==> config.mk <==
export PLATFORM = sky130hd
export DESIGN_NAME = co_code_serializer
export DESIGN_NICKNAME = d
export VERILOG_FILES = /design/src/rtl/co_code_serializer.sv
export SDC_FILE = /design/constraint.sdc
export NUM_CORES = 1
export LEC_CHECK = 0
export ABC_AREA = 0
export BUFFER_PORTS_ARGS = -buffer_cell sky130_fd_sc_hd__buf_2
export CAP_MARGIN = 20
export CORE_MARGIN = 2
export CORE_UTILIZATION = 45
export CTS_CLUSTER_DIAMETER = 150
export DETAILED_ROUTE_END_ITERATION = 7
export MAX_ROUTING_LAYER = met4
export PLACE_DENSITY = 0.64
export SYNTH_ARGS = -nofsm -noshare
export SYNTH_HDL_FRONTEND = slang
export SYNTH_SLANG_ARGS = --single-unit
==> constraint.sdc <==
create_clock -name CLK -period 3.5 [get_ports CLK]
set_clock_uncertainty 0.15 [all_clocks]
set_input_delay 0.35 -clock CLK [delete_from_list [all_inputs] [get_ports CLK]]
set_output_delay 0.35 -clock CLK [all_outputs]
set_load 0.1 [all_outputs]
==> src/rtl/co_code_serializer.sv <==
`default_nettype none
// ============================================================================
// Module      : co_code_serializer
// Description : Serial transmitter for the CO alarm code. On start it sends a
//               fixed CODE_WIDTH-bit code MSB first on x_out. Each bit is held
//               for BIT_CYCLES clocks. The frame is repeated REPS times, with
//               GAP zero bit-times between frames. This module drives the input
//               of the CO pattern detector.
// Ports       : CLK        - rising-edge clock
//               RST        - synchronous active-high reset
//               start      - send request, sampled only while idle
//               abort      - drop any transfer at the next edge
//               x_out      - registered serial code line
//               busy       - high while sending a frame or a gap
//               frame_done - one-cycle pulse after each completed frame
//               done       - one-cycle pulse after the final frame
// Revision    : 1.0 - initial release
// ============================================================================
module co_code_serializer #(
    parameter int                    CODE_WIDTH = 12,
    parameter logic [CODE_WIDTH-1:0] CODE       = 12'b101010010011,
    parameter int                    BIT_CYCLES = 1,
    parameter int                    REPS       = 1,
    parameter int                    GAP        = 0
) (
    input  logic CLK,
    input  logic RST,
    input  logic start,
    input  logic abort,
    output logic x_out,
    output logic busy,
    output logic frame_done,
    output logic done
);

    localparam int IW   = $clog2(CODE_WIDTH);
    localparam int CY_W = $clog2(BIT_CYCLES) + 1;

    localparam logic [IW-1:0]   c_IDX_MSB  = IW'(CODE_WIDTH - 1);
    localparam logic [CY_W-1:0] c_CYC_LAST = CY_W'(BIT_CYCLES - 1);
    localparam logic [7:0]      c_REPS     = 8'(REPS);
    // When GAP is 0 this value is never compared; the gap state is unreachable.
    localparam logic [7:0]      c_GAP_LAST = 8'(GAP - 1);
    localparam logic            c_HAS_GAP  = (GAP > 0);

    typedef enum logic [1:0] {
        S_IDLE = 2'd0,
        S_SEND = 2'd1,
        S_GAP  = 2'd2
    } state_t;

    state_t          r_state;
    logic [IW-1:0]   r_idx;
    logic [CY_W-1:0] r_cyc;
    logic [7:0]      r_gap;
    logic [7:0]      r_frm;

    logic            w_bit_end;
    logic [7:0]      w_frm_next;
    logic            w_last_frame;
    logic [IW-1:0]   w_idx_dec;

    assign w_bit_end    = (r_cyc == c_CYC_LAST);
    assign w_frm_next   = r_frm + 8'd1;
    assign w_last_frame = (w_frm_next == c_REPS);
    assign w_idx_dec    = r_idx - IW'(1);

    always_ff @(posedge CLK) begin
        if (RST) begin
            r_state    <= S_IDLE;
            r_idx      <= '0;
            r_cyc      <= '0;
            r_gap      <= '0;
            r_frm      <= '0;
            x_out      <= 1'b0;
            busy       <= 1'b0;
            frame_done <= 1'b0;
            done       <= 1'b0;
        end else begin
            // Pulses are one cycle wide unless re-asserted below.
            frame_done <= 1'b0;
            done       <= 1'b0;
            case (r_state)
                S_IDLE: begin
                    x_out <= 1'b0;
                    busy  <= 1'b0;
                    // abort takes priority over a simultaneous start.
                    if (start && !abort) begin
                        r_state <= S_SEND;
                        r_idx   <= c_IDX_MSB;
                        r_cyc   <= '0;
                        r_frm   <= '0;
                        x_out   <= CODE[c_IDX_MSB];
                        busy    <= 1'b1;
                    end
                end

                S_SEND: begin
                    if (abort) begin
                        r_state <= S_IDLE;
                        x_out   <= 1'b0;
                        busy    <= 1'b0;
                    end else if (!w_bit_end) begin
                        r_cyc <= r_cyc + CY_W'(1);
                    end else begin
                        r_cyc <= '0;
                        if (r_idx != '0) begin
                            r_idx <= w_idx_dec;
                            x_out <= CODE[w_idx_dec];
                        end else begin
                            // Last bit of the frame has just been held.
                            frame_done <= 1'b1;
                            r_frm      <= w_frm_next;
                            if (w_last_frame) begin
                                r_state <= S_IDLE;
                                x_out   <= 1'b0;
                                busy    <= 1'b0;
                                done    <= 1'b1;
                            end else if (c_HAS_GAP) begin
                                r_state <= S_GAP;
                                r_gap   <= '0;
                                x_out   <= 1'b0;
                            end else begin
                                // Back-to-back frames: next MSB follows directly.
                                r_idx <= c_IDX_MSB;
                                x_out <= CODE[c_IDX_MSB];
                            end
                        end
                    end
                end

                S_GAP: begin
                    if (abort) begin
                        r_state <= S_IDLE;
                        x_out   <= 1'b0;
                        busy    <= 1'b0;
                    end else if (!w_bit_end) begin
                        r_cyc <= r_cyc + CY_W'(1);
                    end else begin
                        r_cyc <= '0;
                        if (r_gap == c_GAP_LAST) begin
                            r_state <= S_SEND;
                            r_idx   <= c_IDX_MSB;
                            x_out   <= CODE[c_IDX_MSB];
                        end else begin
                            r_gap <= r_gap + 8'd1;
                        end
                    end
                end

                default: begin
                    r_state <= S_IDLE;
                    x_out   <= 1'b0;
                    busy    <= 1'b0;
                end
            endcase
        end
    end

endmodule
`default_nettype wire

==> results of run 1 <==
-- cell families after synthesis --
kind of cell	share of synthesized area
flops	0.355
simple gates	0.305
xor+xnor	0.0183
buf+inv	0.0339
fa+ha+maj	0.0391
mux	0.0261
compound gates	0.223
-- synthesized netlist by cell type (all sizes together) (3+ instances only) --
cell type / n
ha: 3
nand2: 10
nand2b: 3
o22ai: 3
o21ai: 9
nor2b: 5
inv: 5
a21oi: 10
nand3: 5
dfxtp: 17
nor2: 14
-- sequential cells by signal, indices dropped and copies added (netlist names) --
register,count
done,1
r_state,1
r_frm,8
frame_done,1
x_out,1
r_idx,4
busy,1
-- per-layer routing --
layer,GRT usage,up-vias
li1,-,423
met3,0.0536,4
met5,-,-
met1,0.220,353
met4,0.0278,0
met2,0.250,18
-- final timing paths --
check | startpoint | endpoint | slack (ns) | cells after the start
worst max-delay path | r_frm[0] | r_idx[1] | 1.20 | 7
worst min-delay path | RST | r_frm[2] | 0.24 | 2
worst max register to register | r_frm[0] | r_idx[1] | 1.20 | 7
worst min register to register | busy | busy | 0.35 | 2
-- area by class of cell --
class / instances / area, sq um / area share
multi-input combinational: 90 / 587 / 0.564
sequential: 17 / 340 / 0.327
inverter: 5 / 18.8 / 0.0180
clock buffer: 4 / 26.3 / 0.0252
timing repair buffer: 7 / 35.0 / 0.0337
tap: 27 / 33.8 / 0.0325
-- worst max-delay path, cell delays in order, from the launching register on --
cell and delay (ns):
dfxtp_1 0.35, ha_1 0.25, and2_1 0.22, o21ba_1 0.19, o22a_1 0.18, o21ai_0 0.30, a31o_4 0.25, mux2_4 0.30
-- power by group through the flow --
stage / Combinational [mW] / Clock, mW / Sequential (mW)
CTS: 0.0516 / 0.107 / 0.205
detailed placement: 0.0516 / 0 / 0.209
global route: 0.0571 / 0.116 / 0.205
floorplan: 0.0305 / 0 / 0.218
finish: 0.0519 / 0.103 / 0.204
global placement: 0.0512 / 0 / 0.209
==> impl_metrics.yaml, run 1 <==
placed_design:
  hpwl_microns: 1320
  io_buffers: 7
  dp.cells: 146
  place_congestion: 0.794
  pre_cts_slack_ns: 1.23
  placed_cell_area_sq_mm: 0.00101
route:
  dr.pass1.iters: 7
  route.vias.total: 798
  top_layer: "met4"
  remaining_drc_errors: 0
  ant_nets: 0
  drtIter0Drc: 35
  drt-met1-wl_microns: 938
  wl_met3_microns: 81
  via_per_inst: 5.32
  avgRoutedWirePerCell_microns: 12.1
  totalWireLength_microns: 1810
  met2WireLength_microns: 775
clock_tree:
  holdBufCountCts: 0
  cts_tree: "yes"
  cts.sinks: 17
  clk_latency_ns: 0.29
  path_clk_slew_ns: 0.10
  cts-resized-gates: 0
  cts_made_buffers: 3
  root_buffer: "clkbuf_4"
  cts_buffer_depth: 2
  cts_max_level: 1
  post_cts_buffers: 0
floorplan:
  fp-row-count: 16
  io_pins: 8
  core-area_sq_mm: 0.00198
  die_h_microns: 50.2
  fp.dieW_microns: 50.2
  initial_core_util: 0.484
  die-area_sq_mm: 0.00252
sta:
  min_period_over_period: 0.656
  timing.final.crit_period_ns: 2.30
  layout_setup_ws_ns: 1.20
  setup_violations: 0
  report.final.slew_viol_count: 0
  rsz0062_at_grt: "false"
  fin_setup_tns_ns: 0
  worstMarginPinSlew_ns: 0.484
  hold_slack_ns: 0.242
  slew_headroom: 0.680
  max_freq_mhz: 435
  hold_viol: 0
layout:
  utilization: 0.525
  syn_to_final_growth_pct: 8.47
  antenna_cells: 0
  fillers: 191
  layout_common_cells: "17 x dfxtp_1, 14 x nor2_1, 10 x a21oi_1"
  finalNonFillerCells: 150
  final_common_cell: "dfxtp_1"
  fin_area_sq_mm: 0.00104
  nets: 131
  drive_above_1_share: 0.138
synth:
  synth_edf_count: 0
  synth_top_area_frac: 0.355
  syn_area_sq_um: 960
  synth_seq_cells: 17
  syn-num-nets: 122
  syn_inst: 115
  ys_types: 38
  synth_seq_area_share: 0.355
  avgSynthCellArea_sq_um: 8.34
  synth_area_leaders: "dfxtp_1 35%, nor2_1 5.5%, a21oi_1 5.2%"
  async_reset_ff_frac: 0
  yosys_warnings: 0
  ys.flop_type: "dfxtp_1"
  yosysTopAreaCell: "dfxtp_1"
power_and_ir_drop:
  p_leak_nw: 0.411
  p_comb_frac: 0.144
  power_density_mw_per_mm2: 345
  switching_power_mw: 0.0982
  ir_worst_vdd_mv: 0.273
  clockPowerShare: 0.287
  switching_share: 0.273
  finalPower_mw: 0.359
  p_int_mw: 0.261
  seqPwrFrac: 0.569
hold_path:
  hold_class: "input pin to register"
status:
  status: "complete, no violations"
grt:
  grt_max_degree: 16
  grt_pass1_wl_microns: 3130
  grt.overflow.total: 0
  grt_pass1_vias: 705
  antenna_found_initial: 0
  grt.total_usage: 0.166
setup_path:
  crit_fanout: 6
  worstPathArrival_ns: 2.33
  critical_path_class: "register to register"
  critical_path_required_ns: 3.53
  critPathLaunchType: "register"
  endpoint_kind: "register"
job:
  max_cap_viol_count: 0
No activity file was read; power rests on OpenSTA's default activity.
==> inputs of run 2 (changes only) <==
ABC_AREA = 1   (was 0)
clock period = 2.4 ns   (was 3.5 ns; I/O delays follow)
==> run 2 against run 1 <==
Global-route usage rose by 2.6 points. Critical path depth rose by 3. Via count rose by 18%. Power rose by 67%. Sequential share of layout area fell by 2.8 points. Routed wire length rose by 24%. Synthesized cell count rose by 27%. Setup slack got worse by 0.68 ns.
==> impl_metrics.yaml, run 2 <==
synth:
  synthAdderAreaFrac: 0.0359
  syn-num-nets: 153
  synth_seq_cells: 17
  synth_top_area_frac: 0.326
  async_reset_ff_frac: 0
  synth_xor_area_frac: 0.0168
  synth_edf_count: 0
  ys_types: 28
  synth_compound_area_frac: 0.133
  ys.flop_type: "dfxtp_1"
  synthMuxAreaShare: 0
  yosys-top-cells-count: "28 x inv_1, 28 x nand2_1, 17 x dfxtp_1, 12 x nor2_1, 10 x nand3_1"
  avgSynthCellArea_sq_um: 7.16
  syn_inst: 146
  yosys_warnings: 0
  syn_area_sq_mm: 0.00104
  synth_seq_area_share: 0.326
  synth_area_leaders: "dfxtp_1 33%, inv_1 10%, nand2_1 10%"
  synth-simple-area-share: 0.372
  synth_top_family_by_area: "simple AND/OR/NAND/NOR gates"
  yosysTopAreaCell: "dfxtp_1"
power_and_ir_drop:
  finalPower_mw: 0.602
  power_density_mw_per_mm2: 528
  p_comb_frac: 0.240
  p_int_mw: 0.407
  clockPowerShare: 0.246
  ir_worst_vdd_mv: 0.390
  p_leak_nw: 0.524
  seqPwrFrac: 0.514
  switching_share: 0.323
  switching_power_mw: 0.195
setup_path:
  crit_fanout: 5
  critPathLaunchType: "register"
  endpoint_kind: "register"
  crit_path_max_incr_delay_ns: 0.39
  cpLargestDelayFamily: "simple AND/OR/NAND/NOR gates"
  crit_chain: "ha_1, nand3_2, o21ai_2, nand2_2, nor2_4, nand4_4, nand2_4, nand2_2, nor2_1, nor2_1"
  critical_path_class: "register to register"
  cpMaxStageDelayCell: "dfxtp_1"
  worstPathArrival_ns: 1.92
  critical_path_required_ns: 2.44
  cp_num_buf_inv: 0
floorplan:
  initial_core_util: 0.472
  fp.dieW_microns: 52.2
  core-area_sq_mm: 0.00221
  die_h_microns: 52.2
  io_pins: 8
  fp-row-count: 17
  die-area_sq_mm: 0.00272
hold_path:
  hold_class: "input pin to register"
route:
  route.vias.total: 941
  ant_nets: 0
  drtIter0Drc: 23
  via_per_inst: 5.11
  remaining_drc_errors: 0
  totalWireLength_microns: 2250
  avgRoutedWirePerCell_microns: 12.2
  dr.pass1.iters: 4
sta:
  worstMarginPinSlew_ns: 0.494
  hold_slack_ns: 0.132
  report.final.slew_viol_count: 0
  slew_headroom: 0.673
  timing.final.crit_period_ns: 1.88
  min_period_over_period: 0.784
  setup_violations: 0
  max_freq_mhz: 531
  rsz0062_at_grt: "false"
  layout_setup_ws_ns: 0.518
  hold_viol: 0
  fin_setup_tns_ns: 0
layout:
  syn_to_final_growth_pct: 9.10
  regMostFlops: "r_frm"
  utilization: 0.515
  largestRegisters: "r_frm x8, r_idx x4"
  layout_common_cells: "28 x inv_1, 28 x nand2_1, 17 x dfxtp_1"
  antenna_cells: 0
  fillers: 234
  drive_above_1_share: 0.199
  fin_area_sq_mm: 0.00114
  largest_register_ffs: 8
  finalNonFillerCells: 184
  nets: 164
grt:
  grt.total_usage: 0.191
  grt.overflow.total: 0
  grt_max_degree: 12
  antenna_found_initial: 0
  grt_pass1_wl_microns: 3910
  grt_pass1_vias: 934
clock_tree:
  cts_buffer_depth: 2
  cts.sinks: 17
  cts-resized-gates: 0
  cts_tree: "yes"
  holdBufCountCts: 0
  cts_max_level: 1
  cts_made_buffers: 3
  post_cts_buffers: 0
  path_clk_slew_ns: 0.09
  root_buffer: "clkbuf_4"
  clk_latency_ns: 0.28
status:
  status: "complete, no violations"
placed_design:
  pre_cts_slack_ns: 0.536
  dp.cells: 180
  place_congestion: 0.903
  io_buffers: 7
  hpwl_microns: 1810
  placed_cell_area_sq_mm: 0.00111
job:
  max_cap_viol_count: 0
run 2: cell count changes in the layout (fill, tap and decap cells not counted), sizes merged, moves of 3 or more:
cell    previous run  this run
a21oi             10         7
o32ai              0         3
o21ai              9         4
nor2              14        18
inv                5        30
nand2             10        34
nand2b             3         0
nor2b              5         0
o22ai              3         0
nand3              5        12
nand4              0         6
run 2: power by group through the flow:
| stage | sequential [mW] | combinational, mW | clock (mW) |
|---|---|---|---|
| CTS | 0.309 | 0.144 | 0.152 |
| floorplan | 0.329 | 0.100 | 0 |
| global placement | 0.315 | 0.140 | 0 |
| finish | 0.309 | 0.144 | 0.148 |
| global route | 0.311 | 0.159 | 0.165 |
| detailed placement | 0.315 | 0.144 | 0 |
run 2: per-layer routing:
metal / part of all wire / track usage / routed length [microns]
met2: 0.47 / 0.314 / 1060
met5: 0 / - / 0
met1: 0.48 / 0.254 / 1080
met3: 0.035 / 0.0171 / 78
met4: 0.0093 / 0.0513 / 21
run 2: final cells by class:
cell class / count / area, sq um / share of cell area
clock buffer: 4 / 26.3 / 0.0231
inverter: 30 / 113 / 0.0988
multi-input combinational: 97 / 583 / 0.512
sequential: 17 / 340 / 0.299
tap: 28 / 35.0 / 0.0307
timing repair buffer: 8 / 42.5 / 0.0373
run 2: worst paths after layout:
path         startpoint  cells past startpoint    endpoint  slack, ns
max            r_frm[0]                     10    r_idx[0]       0.52
min                 RST                      2  r_state[0]       0.13
max reg2reg    r_frm[0]                     10    r_idx[0]       0.52
min reg2reg        busy                      2        busy       0.34
run 2: cells by family (layout without fill, tap and decap cells):
group / count (synthesis) / after routing
compound gates: 20 / 20
xor+xnor: 2 / 2
fa+ha+maj: 3 / 3
buf+inv: 32 / 42
flops: 17 / 17
simple gates: 72 / 72
run 2: worst reg2reg max path, stage by stage (launching register included):
cell and delay [ns]:
dfxtp_1 0.39, ha_1 0.27, nand3_2 0.14, o21ai_2 0.15, nand2_2 0.10, nor2_4 0.15, nand4_4 0.13, nand2_4 0.10
nand2_2 0.06, nor2_1 0.10, nor2_1 0.05
